### src/rtl/seq_mult_pkg.sv
// ============================================================================
// seq_mult_pkg : shared FSM state type and width helpers for seq_csa_mult
// Rev 1.0
// ============================================================================
`default_nettype none

package seq_mult_pkg;

   typedef enum logic [1:0] {
      IDLE    = 2'd0,
      ACCUM   = 2'd1,
      RESOLVE = 2'd2,
      DONE    = 2'd3
   } state_t;

   localparam int DEFAULT_WIDTH = 8;

   function automatic int prod_w(input int w);
      return 2 * w;
   endfunction

endpackage

`default_nettype wire

### src/rtl/seq_csa_mult_csa_row.sv
// ============================================================================
// fa_cell / csa_row : single-bit full adder and N-bit 3:2 compressor row
// Rev 1.0
// ============================================================================
`default_nettype none

module fa_cell (
   input  logic x,
   input  logic y,
   input  logic z,
   output logic s,
   output logic co
);
   assign s  = x ^ y ^ z;
   assign co = (x & y) | (x & z) | (y & z);
endmodule

// Carry is returned unshifted; the parent applies the weight shift.
module csa_row #(
   parameter int N = 16
) (
   input  logic [N-1:0] x,
   input  logic [N-1:0] y,
   input  logic [N-1:0] z,
   output logic [N-1:0] sum,
   output logic [N-1:0] carry
);
   generate
      for (genvar i = 0; i < N; i++) begin : g_bit
         fa_cell u_fa (
            .x  (x[i]),
            .y  (y[i]),
            .z  (z[i]),
            .s  (sum[i]),
            .co (carry[i])
         );
      end
   endgenerate
endmodule

`default_nettype wire

### src/rtl/seq_csa_mult.sv
// ============================================================================
// seq_csa_mult : iterative carry-save WIDTH x WIDTH multiplier, valid/ready
// Optional macro SIGNED_MODE_EN adds the tc port (two's-complement mode).
// Rev 1.0
// ============================================================================
`default_nettype none

module seq_csa_mult
   import seq_mult_pkg::*;
#(
   parameter int WIDTH = DEFAULT_WIDTH,
   parameter int CNT_W = $clog2(WIDTH)
) (
   input  logic                      clk,
   input  logic                      rst_n,
`ifdef SIGNED_MODE_EN
   input  logic                      tc,
`endif
   input  logic                      in_valid,
   output logic                      in_ready,
   input  logic [WIDTH-1:0]          a,
   input  logic [WIDTH-1:0]          b,
   output logic                      out_valid,
   input  logic                      out_ready,
   output logic [prod_w(WIDTH)-1:0]  product
);

   localparam int             PW   = prod_w(WIDTH);
   localparam logic [CNT_W-1:0] LAST = CNT_W'(WIDTH - 1);

   state_t            state, state_nxt;
   logic [PW-1:0]     a_reg;
   logic [WIDTH-1:0]  b_reg;
   logic [PW-1:0]     s_reg, c_reg;
   logic [CNT_W-1:0]  idx;
   logic [PW-1:0]     pp, pp_row, row_sum, row_carry;
   logic [PW-1:0]     a_ext;
   logic              invert_row, cin;
   logic              accept;

   assign accept = in_valid && (state == IDLE);

`ifdef SIGNED_MODE_EN
   logic tc_reg;
   always_ff @(posedge clk or negedge rst_n) begin
      if (!rst_n)      tc_reg <= 1'b0;
      else if (accept) tc_reg <= tc;
   end
   assign a_ext      = {{WIDTH{tc & a[WIDTH-1]}}, a};
   // Negative-weight MSB row: ~P here plus cin=1 at resolve subtracts P.
   assign invert_row = tc_reg && (idx == LAST);
   assign cin        = tc_reg;
`else
   assign a_ext      = {{WIDTH{1'b0}}, a};
   assign invert_row = 1'b0;
   assign cin        = 1'b0;
`endif

   assign pp     = (a_reg & {PW{b_reg[idx]}}) << idx;
   assign pp_row = invert_row ? ~pp : pp;

   csa_row #(.N(PW)) u_row (
      .x     (s_reg),
      .y     (c_reg),
      .z     (pp_row),
      .sum   (row_sum),
      .carry (row_carry)
   );

   always_ff @(posedge clk or negedge rst_n) begin
      if (!rst_n) state <= IDLE;
      else        state <= state_nxt;
   end

   always_comb begin
      state_nxt = state;
      case (state)
         IDLE:    if (in_valid)      state_nxt = ACCUM;
         ACCUM:   if (idx == LAST)   state_nxt = RESOLVE;
         RESOLVE:                    state_nxt = DONE;
         DONE:    if (out_ready)     state_nxt = IDLE;
         default:                    state_nxt = IDLE;
      endcase
   end

   assign in_ready  = (state == IDLE);
   assign out_valid = (state == DONE);

   always_ff @(posedge clk or negedge rst_n) begin
      if (!rst_n) begin
         a_reg   <= '0;
         b_reg   <= '0;
         s_reg   <= '0;
         c_reg   <= '0;
         idx     <= '0;
         product <= '0;
      end else begin
         case (state)
            IDLE: if (accept) begin
               a_reg <= a_ext;
               b_reg <= b;
               s_reg <= '0;
               c_reg <= '0;
               idx   <= '0;
            end
            ACCUM: begin
               s_reg <= row_sum;
               c_reg <= row_carry << 1;
               idx   <= idx + 1'b1;
            end
            RESOLVE: product <= s_reg + c_reg + PW'(cin);
            default: ;
         endcase
      end
   end

endmodule

`default_nettype wire

### config.mk
export PLATFORM = sky130hd
export DESIGN_NAME = seq_csa_mult
export DESIGN_NICKNAME = d
export VERILOG_FILES = /design/src/rtl/seq_mult_pkg.sv /design/src/rtl/seq_csa_mult_csa_row.sv /design/src/rtl/seq_csa_mult.sv
export SDC_FILE = /design/constraint.sdc
export NUM_CORES = 1
export LEC_CHECK = 0
export BUFFER_PORTS_ARGS = -buffer_cell sky130_fd_sc_hd__buf_2
export CAP_MARGIN = 20
export CORE_MARGIN = 5
export CORE_UTILIZATION = 40
export CTS_CLUSTER_DIAMETER = 200
export DETAILED_ROUTE_END_ITERATION = 10
export PLACE_DENSITY_LB_ADDON = 0.15
export SLEW_MARGIN = 20
export SYNTH_ARGS = -nofsm -noshare
export SYNTH_HDL_FRONTEND = slang
export SYNTH_HIERARCHICAL = 1
export SYNTH_SLANG_ARGS = --single-unit
### constraint.sdc
create_clock -name clk -period 3.61 [get_ports clk]
set_clock_uncertainty 0.15 [all_clocks]
set_input_delay 0.722 -clock clk [delete_from_list [all_inputs] [get_ports clk]]
set_output_delay 0.722 -clock clk [all_outputs]
set_load 0.02 [all_outputs]
==> results of run 1 <==
[final timing paths]
check	start	to	depth (start not counted)
max	idx[0]	s_reg[7]	6
min	rst_n	product[2]	1
max reg2reg	idx[0]	s_reg[7]	6
min reg2reg	product[12]	product[12]	2
max in group asynchronous	rst_n	a_reg[2]	2
min in group clk	product[12]	product[12]	2
[power by group through the flow]
stage | sequential [mW] | clock (mW) | combinational [mW]
6_report | 1.28 | 0.695 | 1.62
5_1_grt | 1.33 | 0.743 | 1.86
4_1_cts | 1.29 | 0.713 | 1.65
3_5_place_dp | 1.30 | 0 | 1.64
3_3_place_gp | 1.29 | 0 | 1.61
2_1_floorplan | 1.27 | 0 | 1.28
[worst max-delay path: stages, from the launching register on]
cell and delay (ns):
dfrtp_1 0.68, mux4_2 0.56, nand2_1 0.17, and2_1 0.34
nor2_1 0.13, fa_1 0.45, a22o_1 0.21
[area by class of cell]
| type | instances | area share [%] |
|---|---|---|
| well taps | 133 | 3.681 |
| flip-flops and latches | 68 | 37.64 |
| inverters | 10 | 0.8303 |
| clock buffers | 11 | 3.128 |
| clock inverters | 4 | 1.633 |
| multi-input cells | 262 | 48.16 |
| repair buffers | 42 | 4.927 |
[metrics by stage]
stage               cell area (µm²)  power, mW  setup slack (ns)  std cells
finish                         4521      3.592            0.8164        530
global route                   4521      3.926            0.5917        530
CTS                            4521      3.645            0.7874        530
detailed placement             4305      2.939            0.8032        515
global placement               4305      2.898            0.8427        515
floorplan                      4003      2.547             1.311        359
[cells in the final DEF (no fill, tap or decap), types with 3 or more instances in the layout]
cell type / count
a211oi_1: 5
a21oi_1: 24
a22o_1: 33
buf_2: 37
buf_4: 5
clkbuf_8: 10
dfrtp_1: 68
fa_1: 17
ha_1: 20
inv_1: 10
mux2_2: 28
mux2i_1: 8
nand2_1: 24
nand3_1: 6
nand4_1: 4
nor2_1: 31
nor3_1: 6
o211ai_1: 3
o21ai_0: 12
xnor2_1: 5
[metal layers]
metal	vias to the layer above	global-route usage [%]	share of wire [%]	wire length (µm)
met5	-	0	0	0
met1	1339	21.52	51	4032
met2	56	21.53	42	3345
li1	1385	-	-	-
met4	0	6.679	2.2	177
met3	15	3.553	4.3	339
[cells by family (layout without fill, tap and decap cells)]
family	after synthesis	in the layout	share of synthesized area [%]
compound gates	97	97	17.87
simple gates	80	80	8.730
flops	68	68	42.55
mux	39	39	11.26
fa+ha+maj	37	37	14.77
buf+inv	29	67	3.192
xor+xnor	7	7	1.533
other cells	1	2	0.09378
==> run metrics, run 1 <==
filler instances 921; Worst Path Required around 3.7 ns; reg2reg setup slack around 0.82 ns; port bufs 37; Seq. cell area approximately 1700 µm²; post-CTS setup buffers 0; VDD IR-drop max approximately 330 µV; via/cell ratio approximately 5.3; final core occ approximately 46%; CP Data Arrival Time between 2 and 3 ns; critical path class flop to flop; Worst Setup End Kind flop; clock period minus worst slack approximately 2.8 ns; number of cell rows 36; total grt overflow 0; outcome finished clean; Sw Share 40.28%; Clock transition at path regs roughly 0.07 ns; layout cells sized above 1 ~23%; Num Clock Sinks 68; Async S/R FF share, synth 100.0%; Max-cap violations 0; max-slew violations 0; Setup violations, final 0; Avg Cell Area, Syn 11.17 µm²; Starting Density between 40% and 50%; unrepaired setup endpoints after global routing false; Leak between 2 and 2.5 nW; initial antenna violation count 0; Clock Tree Root clkbuf_8; die area about 12000 µm²; Die Y 110.0 µm; Gate power share 45.1%; DRC Markers 0; count leader, synth dfrtp_1; Post-CTS Hold Fix Bufs 0; Final #Nets 450; core footprint approximately 9800 µm²; Hold Vio Cnt, Final 0; drt pass-1 iters 6; top cells by count, synth 68 x dfrtp_1, 33 x a22o_1, 31 x nor2_1; flops & latches, synth roughly 70; vias post-DR between 2k and 3k; # H-tree levels 3; Synth area leader dfrtp_1; gpl congestion slightly below 0.8; WL/cell roughly 15 µm; final WL between 7 and 8 mm; HPWL after detailed placement 5.858 mm; Die Span X 110.0 µm; power per cell area ~790 nW/µm²; Seq/Total Area, Yosys a little over two fifths; Worst Tran Pin Value approximately 0.64 ns; Synth warnings 6; Final ANT Viol Nets 0; Post-Syn Instances roughly 360; post-synth cell types 44; diodes inserted 0; Post-synth EDFFs 0; setup TNS 0 ns; CP Launch Type flop; first-pass GRT wire length 14.19 mm; CTS tree yes; Max Fclk around 360 MHz; pin count of the biggest net entering global routing 35; TritonCTS buffer count 9; GRT Util Overall about 15%; Reg power frac about 36%; area delta synth->final 13.05%; num ports 38; multi-input logic area between 2000 and 2500 µm²; final period utilization around 77%; Main synth FF type dfrtp_1; Iter 0 DRT Violations roughly 120; CTS max path bufs 2; Hold Path Class primary input to async pin; Post-Syn Area roughly 4000 µm²; vias in the first global route 2901; Clock power frac about a fifth; latest clock arrival within the worst-skew pair between 0.3 and 0.4 ns; Max-slew headroom between 50% and 60%; sw power about 1.4 mW; Synth area leaders dfrtp_1 43%, fa_1 8.5%, mux2_2 7.9%; post-CTS sizing 0; WHS ~0.19 ns; P_int approximately 2.1 mW; worst-path maximum fanout 17; post-synth top area share a little over two fifths
(Power assumes the default switching activity.)
==> inputs of run 2 (changes only) <==
- clock period: 3.61 -> 2.6 ns (I/O delays scaled with it)
==> run 2 against run 1 <==
  * Clock power rose by 29%
  * Die area did not move
  * Sequential share of layout area fell by 0.32 points
  * Critical endpoint is now s_reg[1]
  * Sequential power rose by 35%
  * First-iteration DRC count fell by 32%
  * Worst hold slack got worse by 0.18 ns
  * Via count rose by 0.82%
  * Sequential cell count did not move
  * Cell area rose by 0.86%
==> run metrics, run 2 (synthesis gave the netlist of run 1 again) <==
GRT Util Overall 15.12% (was 15.01%); port bufs 37 (unchanged); VDD IR-drop max 558.9 µV (was 334.3 µV); Hold Path Class primary input to async pin (unchanged); final core occ 46.65% (was 46.25%); via/cell ratio 5.248 (was 5.274); drt pass-1 iters 4 (was 6); max-slew violations 0 (unchanged); Reg power frac 34.6% (was 35.6%); post-CTS sizing 0 (unchanged); Setup violations, final 0 (unchanged); Worst Tran Pin Value 0.6615 ns (was 0.6412 ns); final period utilization 94.26% (was 77.39%); area delta synth->final 14.02% (was 13.05%); Num Clock Sinks 68 (unchanged); total chip power 5.018 mW (was 3.592 mW); Starting Density 40.91% (unchanged); unrepaired setup endpoints after global routing false (unchanged); total grt overflow 0 (unchanged); initial antenna violation count 0 (unchanged); Die Span X 110.0 µm (unchanged); clock period minus worst slack 2.451 ns (was 2.794 ns); Post-CTS Hold Fix Bufs 0 (unchanged); Sw Share 40.58% (was 40.28%); first-pass GRT wire length 14.33 mm (was 14.19 mm); HPWL after detailed placement 6.056 mm (was 5.858 mm); Final ANT Viol Nets 0 (unchanged); # H-tree levels 3 (unchanged); number of cell rows 36 (unchanged); gpl congestion 0.8060 (was 0.7905); Hold Vio Cnt, Final 0 (unchanged); core footprint 9774 µm² (unchanged); Max-cap violations 0 (unchanged); setup TNS 0 ns (unchanged); DRC Markers 0 (unchanged); power per cell area 1101 nW/µm² (was 794.6 nW/µm²); post-CTS setup buffers 0 (unchanged); die area 12100 µm² (unchanged); Leak 2.186 nW (was 2.169 nW); Die Y 110.0 µm (unchanged); critical path class flop to flop (unchanged); WL/cell 15.15 µm (was 14.90 µm); Clock transition at path regs 0.08 ns (was 0.07 ns); P_int 2.982 mW (was 2.145 mW); Final Cell Area 4559 µm² (was 4521 µm²); pin count of the biggest net entering global routing 35 (unchanged); WHS 0.01069 ns (was 0.1857 ns); Clock power frac 17.9% (was 19.3%); TritonCTS buffer count 9 (unchanged); most frequent cells in the layout 68 x dfrtp_1, 37 x buf_2, 33 x a22o_1 (unchanged); num ports 38 (unchanged); CP Data Arrival Time 2.53 ns (was 2.87 ns); sw power 2.036 mW (was 1.447 mW); CP Launch Type flop (unchanged); vias in the first global route 2952 (was 2901); filler instances 959 (was 921); commonest non-fill, non-tap cell in the layout dfrtp_1 (unchanged); diodes inserted 0 (unchanged); outcome finished clean (unchanged); dpl cell area 4350 µm² (was 4305 µm²); worst-path maximum fanout 13 (was 17); CTS tree yes (unchanged); Clock Tree Root clkbuf_8 (unchanged); layout cells sized above 1 24.01% (was 22.67%); Max-slew headroom 55.79% (was 57.15%); Final #Nets 456 (was 450); latest clock arrival within the worst-skew pair 0.34 ns (about the same); Max Fclk 408.0 MHz (was 358.0 MHz); Worst Setup End Kind flop (unchanged); Iter 0 DRT Violations 79 (was 116); final WL 8.137 mm (was 7.895 mm); vias post-DR 2818 (was 2795); Gate power share 47.6% (was 45.1%); CTS max path bufs 2 (unchanged); Worst Path Required 2.68 ns (was 3.69 ns); reg2reg setup slack 0.15 ns (was 0.82 ns)
==> run 2: changes by cell type in the layout (fill, tap and decap cells not counted), sizes merged <==
cell	previous run	this run
buf	42	48
clkinv	2	0
bufinv	2	1
clkbuf	11	13
clkinvlp	0	2
==> run 2: through the flow <==
step           std cells  setup WS, ns
6_report             537        0.1491
5_1_grt              537      0.003624
4_1_cts              537       0.09663
3_5_place_dp         521        0.1066
3_3_place_gp         521        0.1318
2_1_floorplan        359        0.3010
==> run 2: power groups by stage <==
stage	Sequential [mW]	Combinational, mW	Clock [mW]
detailed placement	1.76	2.39	0
finish	1.73	2.39	0.897
floorplan	1.76	1.78	0
global route	1.80	2.69	0.977
CTS	1.74	2.41	0.936
global placement	1.75	2.35	0
==> run 2: final cells by class <==
| class | count | area, µm² | area share (%) |
|---|---|---|---|
| Multi-Input combinational cell | 262 | 2182 | 47.86 |
| Timing Repair Buffer | 48 | 267.8 | 5.873 |
| Sequential cell | 68 | 1702 | 37.32 |
| Clock buffer | 13 | 158.9 | 3.485 |
| Inverter | 10 | 37.54 | 0.8233 |
| Tap cell | 133 | 166.4 | 3.650 |
| Clock inverter | 3 | 45.04 | 0.9879 |
==> run 2: final timing paths <==
path | from | end | cells after the start
max | idx[1] | s_reg[1] | 7
min | rst_n | product[1] | 1
max reg2reg | idx[1] | s_reg[1] | 7
min reg2reg | product[12] | product[12] | 2
max in group asynchronous | rst_n | s_reg[11] | 2
min in group clk | a[1] | a_reg[1] | 2
==> run 2: per-layer routing <==
metal / wire (µm) / global-route usage, %
met1: 4057 / 21.06
met2: 3609 / 23.05
met3: 370 / 4.834
met4: 100 / 3.473
met5: 0 / 0
==> run 2: worst max-delay path, stage by stage, from the launching register on <==
cell and delay (ns):
dfrtp_1 0.61, mux4_2 0.28, nand2_1 0.06, buf_4 0.15, nor3_1 0.27, buf_4 0.18
fa_1 0.41, a22o_1 0.22
